===== config.mk =====
export PLATFORM = sky130hd
export DESIGN_NAME = byte_uart_tx
export DESIGN_NICKNAME = d
export VERILOG_FILES = /design/src/rtl/byte_uart_pkg.sv /design/src/rtl/byte_uart_tx_baud_tick_gen.sv /design/src/rtl/byte_uart_tx.sv
export SDC_FILE = /design/constraint.sdc
export NUM_CORES = 1
export LEC_CHECK = 0
export BUFFER_PORTS_ARGS = -buffer_cell sky130_fd_sc_hd__buf_2
export CAP_MARGIN = 5
export CORE_UTILIZATION = 55
export CTS_CLUSTER_DIAMETER = 150
export DETAILED_ROUTE_END_ITERATION = 7
export PLACE_DENSITY = 0.73
export SYNTH_ARGS = -nofsm -noshare
export SYNTH_HDL_FRONTEND = slang
export SYNTH_HIERARCHICAL = 1
export SYNTH_SLANG_ARGS = --single-unit

===== constraint.sdc =====
create_clock -name clk -period 2.6 [get_ports clk]
set_input_delay 0.52 -clock clk [delete_from_list [all_inputs] [get_ports clk]]
set_output_delay 0.52 -clock clk [all_outputs]
set_load 0.01 [all_outputs]

===== src/rtl/byte_uart_pkg.sv =====
// Shared state codes, parity modes and the parity helper for the byte UART transmitter.
package byte_uart_pkg;

    localparam logic [2:0] ST_IDLE   = 3'd0;
    localparam logic [2:0] ST_START  = 3'd1;
    localparam logic [2:0] ST_DATA   = 3'd2;
    localparam logic [2:0] ST_PARITY = 3'd3;
    localparam logic [2:0] ST_STOP   = 3'd4;

    typedef enum logic [2:0] {
        IDLE   = ST_IDLE,
        START  = ST_START,
        DATA   = ST_DATA,
        PARITY = ST_PARITY,
        STOP   = ST_STOP
    } state_e;

    localparam int PAR_NONE = 0;
    localparam int PAR_EVEN = 1;
    localparam int PAR_ODD  = 2;

    // Even parity makes the total count of ones even; odd parity is its complement.
    function automatic logic parity_of(input logic [7:0] data, input int mode);
        return (mode == PAR_ODD) ? ~^data : ^data;
    endfunction

endpackage


===== src/rtl/byte_uart_tx_baud_tick_gen.sv =====
// Bit-period down-counter: reload on load, tick while the count sits at zero.
module baud_tick_gen #(
    parameter int CLK_DIV = 10
) (
    input  logic clk,
    input  logic rst_n,
    input  logic load,
    output logic tick
);

    localparam int CNT_W = (CLK_DIV > 1) ? $clog2(CLK_DIV) : 1;
    localparam logic [CNT_W-1:0] RELOAD = CNT_W'(CLK_DIV - 1);

    logic [CNT_W-1:0] cnt;

    always_ff @(posedge clk or negedge rst_n) begin
        if (!rst_n) begin
            cnt <= '0;
        end else if (load) begin
            cnt <= RELOAD;
        end else if (cnt != '0) begin
            cnt <= cnt - CNT_W'(1);
        end
    end

    assign tick = (cnt == '0);

endmodule


===== src/rtl/byte_uart_tx.sv =====
// Byte-to-UART serialiser: valid/ready byte input, registered idle-high tx line.
module byte_uart_tx
    import byte_uart_pkg::*;
#(
    parameter int CLK_DIV   = 10,
    parameter int PARITY    = 0,
    parameter int STOP_BITS = 1
) (
    input  logic       clk,
    input  logic       rst_n,
    input  logic [7:0] in_data,
    input  logic       in_valid,
    output logic       in_ready,
    output logic       tx,
    output logic       busy
);

    logic [2:0] state;
    logic [7:0] shift_reg;
    logic [2:0] bit_idx;
    logic       stop_idx;
    logic       par_bit;
    logic       tick;
    logic       transfer;
    logic       advance;

    assign in_ready = (state == ST_IDLE);
    assign busy     = (state != ST_IDLE);
    assign transfer = in_valid && in_ready;
    assign advance  = busy && tick;

    // Every state change restarts the bit period, including the IDLE -> START entry.
    baud_tick_gen #(
        .CLK_DIV(CLK_DIV)
    ) u_baud (
        .clk  (clk),
        .rst_n(rst_n),
        .load (transfer || advance),
        .tick (tick)
    );

    always_ff @(posedge clk or negedge rst_n) begin
        if (!rst_n) begin
            state     <= ST_IDLE;
            tx        <= 1'b1;
            shift_reg <= '0;
            bit_idx   <= '0;
            stop_idx  <= 1'b0;
            par_bit   <= 1'b0;
        end else begin
            case (state)
                ST_IDLE: begin
                    tx <= 1'b1;
                    if (transfer) begin
                        state     <= ST_START;
                        tx        <= 1'b0;
                        shift_reg <= in_data;
                        par_bit   <= parity_of(in_data, PARITY);
                    end
                end
                ST_START: begin
                    if (tick) begin
                        state     <= ST_DATA;
                        tx        <= shift_reg[0];
                        shift_reg <= shift_reg >> 1;
                        bit_idx   <= '0;
                    end
                end
                ST_DATA: begin
                    if (tick) begin
                        if (bit_idx == 3'd7) begin
                            if (PARITY != PAR_NONE) begin
                                state <= ST_PARITY;
                                tx    <= par_bit;
                            end else begin
                                state    <= ST_STOP;
                                tx       <= 1'b1;
                                stop_idx <= 1'b0;
                            end
                        end else begin
                            bit_idx   <= bit_idx + 3'd1;
                            tx        <= shift_reg[0];
                            shift_reg <= shift_reg >> 1;
                        end
                    end
                end
                ST_PARITY: begin
                    if (tick) begin
                        state    <= ST_STOP;
                        tx       <= 1'b1;
                        stop_idx <= 1'b0;
                    end
                end
                ST_STOP: begin
                    if (tick) begin
                        if (STOP_BITS == 1 || stop_idx) begin
                            state <= ST_IDLE;
                        end else begin
                            stop_idx <= 1'b1;
                        end
                    end
                end
                default: begin
                    state <= ST_IDLE;
                    tx    <= 1'b1;
                end
            endcase
        end
    end

endmodule


**Word level (Yosys, flattened, before mapping)**

Index checks and enable logic that the tools add are counted.

- Bits in registers: 19
- Word-level logic and storage cells: 57
- Output and inout port bits: 3
- Bits of input ports: 11

- Reductions and logical operators: 14
- Equality and inequality tests: 12
- Muxes and demuxes: 23
- $add $sub $neg: 2
- Bitwise logic cells: 1

Operators by type and width:

| kind | number |
|---|---|
| 2-to-1 mux 8 bit | 4 |
| 2-to-1 mux 3 bit | 8 |
| one-hot mux 8 bit (3 select lines) | 1 |
| one-hot mux 3 bit (5 select lines) | 1 |
| != test 2 bit (second input constant) | 6 |
| 2-to-1 mux 4 bit | 2 |
| AND reduction 4 bit | 2 |
| equality test 3 x 2 -> 1 bit (second input constant) | 2 |
| equality test 3 bit (second input constant) | 2 |
| one-hot mux 3 bit (2 select lines) | 1 |
| AND reduction 6 bit | 1 |
| nonzero test 3 bit | 2 |
| 2-to-1 mux 1 bit | 5 |
| one-hot mux 1 bit (5 select lines) | 1 |
| AND reduction 5 bit | 1 |
| logical NOT 4 bit | 1 |
| nonzero test 2 bit | 2 |
| nonzero test 4 bit | 1 |
| subtractor 4 x 1 -> 4 bit (second input constant) | 1 |
| adder 3 x 1 -> 3 bit (second input constant) | 1 |
| equality test 3 x 1 -> 1 bit (second input constant) | 1 |
| logical NOT 3 bit | 1 |
| logical AND 1 bit | 2 |
| != test 2 x 1 -> 1 bit (second input constant) | 1 |
| 2 further kinds | 2 |

**Longest topological paths before layout**

Gate-level depths: netlist of run 1.

- Word-level depth: 4
- Depth in mapped cells: 8

**Modules after synthesis**

The synthesis of run 1 kept the hierarchy.

By module, submodules not included:

| module | instances | area each (µm²) | cells an instance | seq. area each (µm²) |
|---|---|---|---|---|
| byte_uart_tx | 1 | 824.5 | 77 | 376.6 |
| baud_tick_gen | 1 | 220.2 | 21 | 100.1 |

**Worst setup path after synthesis of run 1**

OpenSTA, ideal clock, no wires.

- Kind: register to register
- Start point: register u_baud.cnt[0]
- End point: register shift_reg[2]
- Data required time: 2527 ps
- Path buffers: 1
- Stages on the path, launching flop included: 9
- Setup time: 73 ps
- Path slack: 739 ps
- Arrival time: 1788 ps
- Period minus slack after synthesis: 1861 ps
- Cell sequence: dfrtp_1 > inv_1 > ha_1 > nor3b_2 > nand4bb_1 > a31oi_4 > buf_6 > nor2_1 > a21oi_2

- Cells in the longest elaborated chain, start to end: 3
- Elaborated cells between the ends (all ways): 4
- Those cells by class: 2 x eq/ne; 2 x reduce/logical

RTL lines:

| what | line | source |
|---|---|---|
| from (decl) | byte_uart_tx_baud_tick_gen.sv:14 | `logic [CNT_W-1:0] cnt;` |
| from (signal assigned) | byte_uart_tx_baud_tick_gen.sv:22 | `cnt <= cnt - CNT_W'(1);` |
| logical NOT 4 bit * | byte_uart_tx_baud_tick_gen.sv:26 | `assign tick = (cnt == '0);` |
| net tick | byte_uart_tx.sv:23 | `logic tick;` |
| != test 2 bit (no line) | n/a |  |
| AND reduction 5 bit (no line) * | n/a |  |
| to (signal assigned) | byte_uart_tx.sv:57 | `shift_reg <= in_data;` |
| to (signal assigned) | byte_uart_tx.sv:65 | `shift_reg <= shift_reg >> 1;` |
| to (signal assigned) | byte_uart_tx.sv:83 | `shift_reg <= shift_reg >> 1;` |
| to (decl) | byte_uart_tx.sv:19 | `logic [7:0] shift_reg;` |

Mark *: on every way through the listed nets, which the timed path passes. The rest lies on a longest branch.
A chain may end at the register's enable or synchronous reset.

**Worst setup path in the final report of run 1**

- Start point: register u_baud.cnt[0]
- End point: register shift_reg[0]

Same word-level chain as after synthesis.

==> results of run 1 <==
worst min path at each step:
stage	start	endpoint
5_1_grt	rst_n	bit_idx[1]
6_report	rst_n	bit_idx[2]
4_1_cts	rst_n	bit_idx[2]
3_3_place_gp	rst_n	bit_idx[2]
2_1_floorplan	rst_n	bit_idx[0]
3_5_place_dp	rst_n	bit_idx[2]
final cells by class:
class | instances | area, um^2 | area share (%)
Tap cell | 25 | 31.3 | 2.75
Timing Repair Buffer | 13 | 65.1 | 5.71
Multi-Input combinational cell | 71 | 524 | 46.0
Sequential cell | 19 | 477 | 41.9
Inverter | 4 | 15.0 | 1.32
Clock buffer | 4 | 26.3 | 2.31
cells in the final DEF (no fill, tap or decap):
cell       Yosys  layout
a211o_1        1       1
a21oi_1       11      11
a21oi_2        1       1
a22o_1         5       5
a2bb2oi_1      1       1
a31oi_4        1       1
buf_2          2      13
clkbuf_1       0       1
clkbuf_4       0       3
dfrtp_1       18      18
dfstp_2        1       1
ha_1           4       4
inv_1          4       4
mux2_2         2       2
mux2i_1        7       7
nand2_1        3       3
nand2b_1       5       5
nand3b_1       4       4
nand4bb_1      1       1
nor2_1         8       8
nor2_4         1       1
nor2b_1        2       2
nor3_1         2       2
nor3b_1        1       1
nor3b_2        1       1
o21ai_0        4       4
or2_1          1       1
or3_1          2       2
or3b_4         1       1
xnor2_1        2       2
stage by stage:
step | hold WS, ps | total power [uW]
after floorplan | 224 | 1170
after global placement | 477 | 1260
after detailed placement | 476 | 1300
after CTS | 152 | 1440
after global routing | 154 | 1560
final | 140 | 1430
logic make-up after synthesis:
| kind of cell | Yosys count | synth area share, % |
|---|---|---|
| compound gates | 24 | 15.9 |
| simple gates | 32 | 18.9 |
| flops | 19 | 45.6 |
| buf+inv | 8 | 4.19 |
| fa+ha+maj | 4 | 4.79 |
| xor+xnor | 2 | 1.68 |
| mux | 9 | 8.86 |
power groups by stage:
stage | Clock [uW] | Combinational (uW) | Sequential (uW)
3_5_place_dp | 0 | 722 | 574
4_1_cts | 149 | 725 | 567
3_3_place_gp | 0 | 695 | 565
2_1_floorplan | 0 | 652 | 516
6_report | 147 | 714 | 567
5_1_grt | 167 | 801 | 589
Yosys cell counts:
| master | n | area share [%] |
|---|---|---|
| dfrtp_1 | 18 | 43 |
| a21oi_1 | 11 | 5.3 |
| nor2_1 | 8 | 2.9 |
| mux2i_1 | 7 | 6.7 |
| a22o_1 | 5 | 4.2 |
| nand2b_1 | 5 | 3.0 |
| ha_1 | 4 | 4.8 |
| inv_1 | 4 | 1.4 |
| nand3b_1 | 4 | 2.9 |
| o21ai_0 | 4 | 1.9 |
| nand2_1 | 3 | 1.1 |
| buf_2 | 2 | 0.96 |
| mux2_2 | 2 | 2.2 |
| nor2b_1 | 2 | 1.2 |
| nor3_1 | 2 | 0.96 |
| or3_1 | 2 | 1.2 |
| xnor2_1 | 2 | 1.7 |
| a211o_1 | 1 | 0.84 |
| a21oi_2 | 1 | 0.84 |
| a2bb2oi_1 | 1 | 0.84 |
| a31oi_4 | 1 | 2.0 |
| buf_4 | 1 | 0.72 |
| buf_6 | 1 | 1.1 |
| dfstp_2 | 1 | 2.5 |
| nand4bb_1 | 1 | 1.1 |
| nor2_4 | 1 | 1.1 |
| nor3b_1 | 1 | 0.72 |
| nor3b_2 | 1 | 1.2 |
| or2_1 | 1 | 0.60 |
| or3b_4 | 1 | 1.1 |
critical path: cells and delay by family (launching register included):
kind / cells / cell delay (ps)
fa+ha+maj: 1 / 210
buf+inv: 1 / 110
simple gates: 3 / 900
flops: 1 / 390
compound gates: 2 / 560
per-layer routing:
| metal | part of all wire (%) | vias up | track usage [%] |
|---|---|---|---|
| met5 | 0 | - | 0 |
| met4 | 0 | 0 | 7.27 |
| met3 | 4.6 | 0 | 3.57 |
| met2 | 46 | 18 | 28.9 |
| met1 | 49 | 336 | 25.3 |
| li1 | - | 372 | - |
==> metrics.cfg, run 1 <==
[cts]
clock_sinks = 19
worst_skew_pair.late_latency_ps = 290
clkTransAtPathRegs_ps = 100
post_cts_buffers = 0
h-tree-depth = 1
cts_tree = yes
cts.repair.resized = 0
cts_buffers = 3
clockBufferDepth = 2
cts.hold.buffers_added = 0
cts-root-buf = clkbuf_4

[timing]
hold_viol_final = 0
period_minus_slack_ps = 2220
timing.final.crit_share_pct = 85.5
grt_setup_unrepaired = no
fin_setup_tns_ps = 0
setup_ws_ps = 378
report.final.slew_viol_count = 0
max_freq_ghz = 0.450
tightest_slew_ps = 607
relSlewSlack_pct = 59.4
finalSetupViolations = 0
skew_ps = 1.16

[hold_path]
worst_hold_path_type = in -> async

[worst_setup_path]
critPathLaunch = u_baud/cnt[0]
worstReg2RegEnd = shift_reg[0]
crit_path_top_delay_cell = nor3b_2
start_kind = register
worstPathMaxFanout = 17
worstRegToRegCells = 7
worst_r2r_startpoint = u_baud/cnt[0]
endpoint_kind = register
slowest_delay_ps = 540
critical_path_required_ps = 2820
r2r_slack_ps = 380
critPathKind = reg -> reg
path_cells = inv_1 > ha_1 > nor3b_2 > nand3b_1 > a31oi_4 > nor2_1 > a21oi_1
arrival_ps = 2440
worstSetupEndpoint = shift_reg[0]

[logic_synthesis]
avgSynthCellArea_um2 = 10.7
mappedNetlistArea_um2 = 1040
ys.warnings.count = 6
syn_inst = 98
ys_seq_area_share_pct = 45.6
synth_seq_cells = 19
synth_cell_types = 30
syn-num-nets = 113

[floorplanning]
boundaryPins = 14
die_x_um = 45.6
die_y_um = 45.6
design.die.area_um2 = 2080
initial_core_util_pct = 59.9
rows = 15
core-area_um2 = 1750

[cells_and_area]
largest_reg_flops = 8
antenna_cells = 0
area_delta_synth_final_pct = 8.98
fill_cells = 150
final_cell_area_um2 = 1140
final_util_pct = 65.2
final_layout_size_suffix_gt1_share_pct = 21.6
fin_cells = 136
nets = 127

[detailed_routing]
wl_per_cell_um = 12.7
drt-total-wl_um = 1730
firstDrtPassIters = 4
vias_per_cell = 5.34
initialDrtViolationCount = 13
drc = 0
ant_nets = 0
vias = 726

[outcome]
status = completed

[grt]
grt_antenna_before_repair = 0
grt_pass1_wl_um = 2770
grt_pass1_vias = 659
grt.overflow.total = 0
grt_use_total_pct = 18.5
grt_max_degree = 20

[placed_design]
place_area_um2 = 1110
finalWeightedCongestion = 0.702
place_hpwl_um = 1280
placed_cells = 132
place_ws_ps = 423
portBuffers = 13

[run]
max_cap_violations = 0

[power]
power_frac_seq_pct = 39.7
p_switching_uw = 567
vdd_drop_max_uv = 635
p_sw_share_pct = 39.7
p_leak_uw = 0.000515
internal_power_uw = 861
clockPowerShare_pct = 10.3
pwr_density_cell_nw_per_um2 = 1250
power_frac_comb_pct = 50.0

Note: power is estimated with default switching activity, not from simulation.
==> run 2, diff against run 1 <==
--- a/config.mk
+++ b/config.mk
@@ -5,7 +5,7 @@
 export SDC_FILE = /design/constraint.sdc
 export NUM_CORES = 1
 export LEC_CHECK = 0
-export BUFFER_PORTS_ARGS = -buffer_cell sky130_fd_sc_hd__buf_2
+export BUFFER_PORTS_ARGS = -buffer_cell sky130_fd_sc_hd__clkbuf_2
 export CAP_MARGIN = 5
 export CORE_UTILIZATION = 55
 export CTS_CLUSTER_DIAMETER = 150
==> metrics.cfg, run 2 (same netlist as run 1, synthesis figures left out) <==
[placed_design]
place_hpwl_um = 1250
finalWeightedCongestion = 0.707
portBuffers = 13

[cells_and_area]
mostFrequentLayoutCell = dfrtp_1
largest_reg_flops = 8
area_delta_synth_final_pct = 8.98
antenna_cells = 0
final_layout_size_suffix_gt1_share_pct = 21.6
fill_cells = 150
layout_common_cells = 18 x dfrtp_1, 13 x clkbuf_2, 11 x a21oi_1
nets = 127

[worst_setup_path]
worstRegToRegCells = 7
arrival_ps = 2380
path_cells = inv_1 > ha_1 > nor3b_2 > nand4bb_1 > a31oi_4 > nand3b_1 > o21ai_0
critPathKind = reg -> reg
worstPathMaxFanout = 17
crit_path_top_delay_cell = nor3b_2
slowest_delay_ps = 490
endpoint_kind = register
worstReg2RegEnd = shift_reg[7]
r2r_slack_ps = 440
critical_path_required_ps = 2810
start_kind = register
worst_r2r_startpoint = u_baud/cnt[0]

[detailed_routing]
dr.max_layer_used = met4
vias = 737
wl_met1_um = 848
wl_per_cell_um = 12.6
ant_nets = 0
drt-total-wl_um = 1710
firstDrtPassIters = 4
initialDrtViolationCount = 11
drc = 0
dr_wl_met2_um = 797
vias_per_cell = 5.42
wl_met3_um = 59

[floorplanning]
rows = 15
core-area_um2 = 1750
boundaryPins = 14
initial_core_util_pct = 59.9
design.die.area_um2 = 2080
die_x_um = 45.6
die_y_um = 45.6

[grt]
grt_pass1_wl_um = 2850
grt_max_degree = 20
grt_pass1_vias = 681
grt.overflow.total = 0
grt_use_total_pct = 19.0
grt_antenna_before_repair = 0

[cts]
cts-root-buf = clkbuf_4
worst_skew_pair.late_latency_ps = 290
clkTransAtPathRegs_ps = 100
h-tree-depth = 1
cts.repair.resized = 0
cts_tree = yes
clock_sinks = 19
cts_buffers = 3
cts.hold.buffers_added = 0
clockBufferDepth = 2
post_cts_buffers = 0

[timing]
timing.final.crit_share_pct = 83.2
report.final.slew_viol_count = 0
fin_setup_tns_ps = 0
period_minus_slack_ps = 2160
holdWs_ps = 158
skew_ps = 3.72
finalSetupViolations = 0
hold_viol_final = 0
max_freq_ghz = 0.462
tightest_slew_ps = 540
grt_setup_unrepaired = no
relSlewSlack_pct = 63.8

[power]
pwr_density_cell_nw_per_um2 = 1260
p_leak_uw = 0.000518
vdd_drop_max_uv = 650

[run]
max_cap_violations = 0

[outcome]
status = completed

[hold_path]
worst_hold_path_type = in -> async

[run 2: changes by cell type in the layout (fill, tap and decap cells not counted)]
cell | previous run | this run
clkbuf_2 | 0 | 13
buf_2 | 13 | 0
[run 2: area by class of cell]
type / instances / area [um^2] / share of cell area [%]
multi-input combinational: 71 / 524 / 46.0
sequential: 19 / 477 / 41.9
timing repair buffer: 13 / 65.1 / 5.71
tap: 25 / 31.3 / 2.75
clock buffer: 4 / 26.3 / 2.31
inverter: 4 / 15.0 / 1.32
[run 2: layer usage]
metal,vias to the layer above,GRT usage (%)
met2,14,30.0
li1,372,-
met5,-,0
met4,0,7.27
met1,349,25.8
met3,2,3.57
[run 2: how the worst max path moves through the flow]
stage	startpoint	end	slack (ps)	depth (start not counted)
2_1_floorplan	u_baud/cnt[0]	shift_reg[2]	740	8
3_3_place_gp	u_baud/cnt[0]	shift_reg[7]	570	7
3_5_place_dp	u_baud/cnt[0]	shift_reg[7]	450	7
4_1_cts	u_baud/cnt[0]	shift_reg[7]	420	7
5_1_grt	u_baud/cnt[0]	shift_reg[6]	170	7
6_report	u_baud/cnt[0]	shift_reg[7]	440	7
[run 2: critical path: cells and delay by family, from the launching register on]
family                     cells  cell delay (ps)
and+or+nand+nor                3              840
AOI/OAI and AO/OA              2              550
DFF                            1              390
adders and majority gates      1              200
buffers and inverters          1              110
[run 2: stage by stage]
step	util (%)	worst slack (ps)	cell area, um^2	power [uW]	cells
2_1_floorplan	-	739	1040	1170	98
3_3_place_gp	63.7	573	1110	1260	132
3_5_place_dp	63.7	445	1110	1300	132
4_1_cts	65.2	418	1140	1440	136
5_1_grt	65.2	169	1140	1560	136
6_report	65.2	436	1140	1430	136
[run 2: power by group]
group / leakage [uW] / internal [uW] / total, uW / switching (uW)
clock network: 0.0000150 / 59.6 / 147 / 86.9
logic: 0.000284 / 363 / 717 / 354
registers: 0.000220 / 438 / 569 / 131
==> run 3, diff against run 2 <==
--- a/config.mk
+++ b/config.mk
@@ -7,10 +7,10 @@
 export LEC_CHECK = 0
 export BUFFER_PORTS_ARGS = -buffer_cell sky130_fd_sc_hd__clkbuf_2
 export CAP_MARGIN = 5
-export CORE_UTILIZATION = 55
+export CORE_UTILIZATION = 50
 export CTS_CLUSTER_DIAMETER = 150
 export DETAILED_ROUTE_END_ITERATION = 7
-export PLACE_DENSITY = 0.73
+export PLACE_DENSITY = 0.7
 export SYNTH_ARGS = -nofsm -noshare
 export SYNTH_HDL_FRONTEND = slang
 export SYNTH_HIERARCHICAL = 1
==> constraint.sdc (replaced) <==
create_clock -name clk -period 1.9 [get_ports clk]
set_input_delay 0.38 -clock clk [delete_from_list [all_inputs] [get_ports clk]]
set_output_delay 0.38 -clock clk [all_outputs]
set_load 0.01 [all_outputs]
==> metrics.cfg, run 3 (same netlist as run 1, synthesis figures left out) <==
[outcome]
status = completed

[power]
vdd_drop_max_uv = 988
p_leak_uw = 0.000559
power_uw = 2090
pwr_density_cell_nw_per_um2 = 1720

[cells_and_area]
fin_cells = 144
largest_reg_flops = 8
area_delta_synth_final_pct = 16.5
mostFrequentLayoutCell = dfrtp_1
layout_common_cells = 18 x dfrtp_1, 13 x clkbuf_2, 11 x a21oi_1
antenna_cells = 0
final_layout_size_suffix_gt1_share_pct = 27.4
nets = 133

[cts]
worst_skew_pair.late_latency_ps = 300
cts_tree = yes
clockBufferDepth = 2
clkTransAtPathRegs_ps = 110
post_cts_buffers = 0
cts.repair.resized = 1
cts.hold.buffers_added = 0
clock_sinks = 19
cts-root-buf = clkbuf_4
cts_buffers = 3
h-tree-depth = 1

[timing]
hold_viol_final = 0
tightest_slew_ps = 464
skew_ps = 3.39
relSlewSlack_pct = 69.0
holdWs_ps = 10.2
period_minus_slack_ps = 1780
finalSetupViolations = 0
timing.final.crit_share_pct = 93.6
setup_ws_ps = 121
report.final.slew_viol_count = 0
max_freq_ghz = 0.562

[worst_setup_path]
crit_path_top_delay_cell = dfrtp_1
start_kind = register
critPathKind = reg -> reg
worst_r2r_startpoint = u_baud/cnt[0]
endpoint_kind = register
slowest_delay_ps = 410
worstReg2RegEnd = shift_reg[7]
r2r_slack_ps = 120
worstPathMaxFanout = 17
path_cells = inv_1 > ha_1 > nor3b_4 > nand4bb_1 > a31oi_4 > buf_12 > nand3b_1 > o21ai_0
worstRegToRegCells = 8
critical_path_required_ps = 2120
arrival_ps = 2000

[placed_design]
placed_cells = 140
place_ws_ps = 28.0
finalWeightedCongestion = 0.723
portBuffers = 13
place_hpwl_um = 1300

[floorplanning]
die_y_um = 47.7
design.die.area_um2 = 2280
core-area_um2 = 1960
initial_core_util_pct = 53.3
boundaryPins = 14
rows = 16
die_x_um = 47.7

[detailed_routing]
ant_nets = 0
drt-total-wl_um = 1810
wl_per_cell_um = 12.6
vias = 771
firstDrtPassIters = 2
initialDrtViolationCount = 2
drc = 0
vias_per_cell = 5.35

[run]
max_cap_violations = 0

[hold_path]
worst_hold_path_type = in -> async

[grt]
grt.overflow.total = 0
grt_pass1_vias = 622
grt_pass1_wl_um = 2560
grt_max_degree = 20
grt_antenna_before_repair = 0
grt_use_total_pct = 16.7

[run 3: changes by cell type in the layout (fill, tap and decap cells not counted)]
cell      change
nor3b_2       -1
buf_4         +5
buf_12        +1
clkbuf_1      -1
nor3b_4       +2
nor3b_1       -1
clkinv_2      +1
[run 3: how the worst max path moves through the flow]
stage	startpoint	endpoint	slack, ps
6_report	u_baud/cnt[0]	shift_reg[7]	120
5_1_grt	u_baud/cnt[0]	bit_idx[0]	-20
4_1_cts	u_baud/cnt[0]	shift_reg[7]	80
3_5_place_dp	u_baud/cnt[0]	bit_idx[0]	30
3_3_place_gp	u_baud/cnt[0]	bit_idx[0]	130
2_1_floorplan	u_baud/cnt[0]	shift_reg[2]	40
[run 3: per-layer routing]
layer  GRT usage [%]  vias up  wire (um)
li1                -      385          -
met1            21.5      372        834
met2            27.3       14        910
met3            5.66        0         64
met4            3.33        0          0
met5               0        -          0
[run 3: layout make-up]
class                           instances  area [um^2]
Fill cell                             179          744
Multi-Input combinational cell         71          542
Sequential cell                        19          477
Timing Repair Buffer                   19          123
Tap cell                               27         33.8
Clock buffer                            3         22.5
Inverter                                4         15.0
Clock inverter                          1         5.00
[run 3: report_power, final]
group          total (uW)  switching [uW]  internal [uW]
Sequential            733             133            600
Clock                 204             125           78.5
Combinational        1160             564            591
Total                2090             822           1270
[run 3: critical path, delay by kind of cell, from the launching register on]
family / cells / cell delay [ps]
AO/OA/AOI/OAI: 2 / 300
adder cells (fa/ha/maj): 1 / 200
buffers and inverters: 2 / 270
flip-flops: 1 / 410
AND/OR/NAND/NOR: 3 / 520
[run 3: metrics by stage]
step                      util [%]  TNS (ps)  cell area (um^2)
after floorplan                  -         0              1040
after global placement        59.8         0              1170
after detailed placement      59.8         0              1170
after CTS                     61.4         0              1200
after global routing          62.1     -15.6              1220
final                         62.1         0              1220
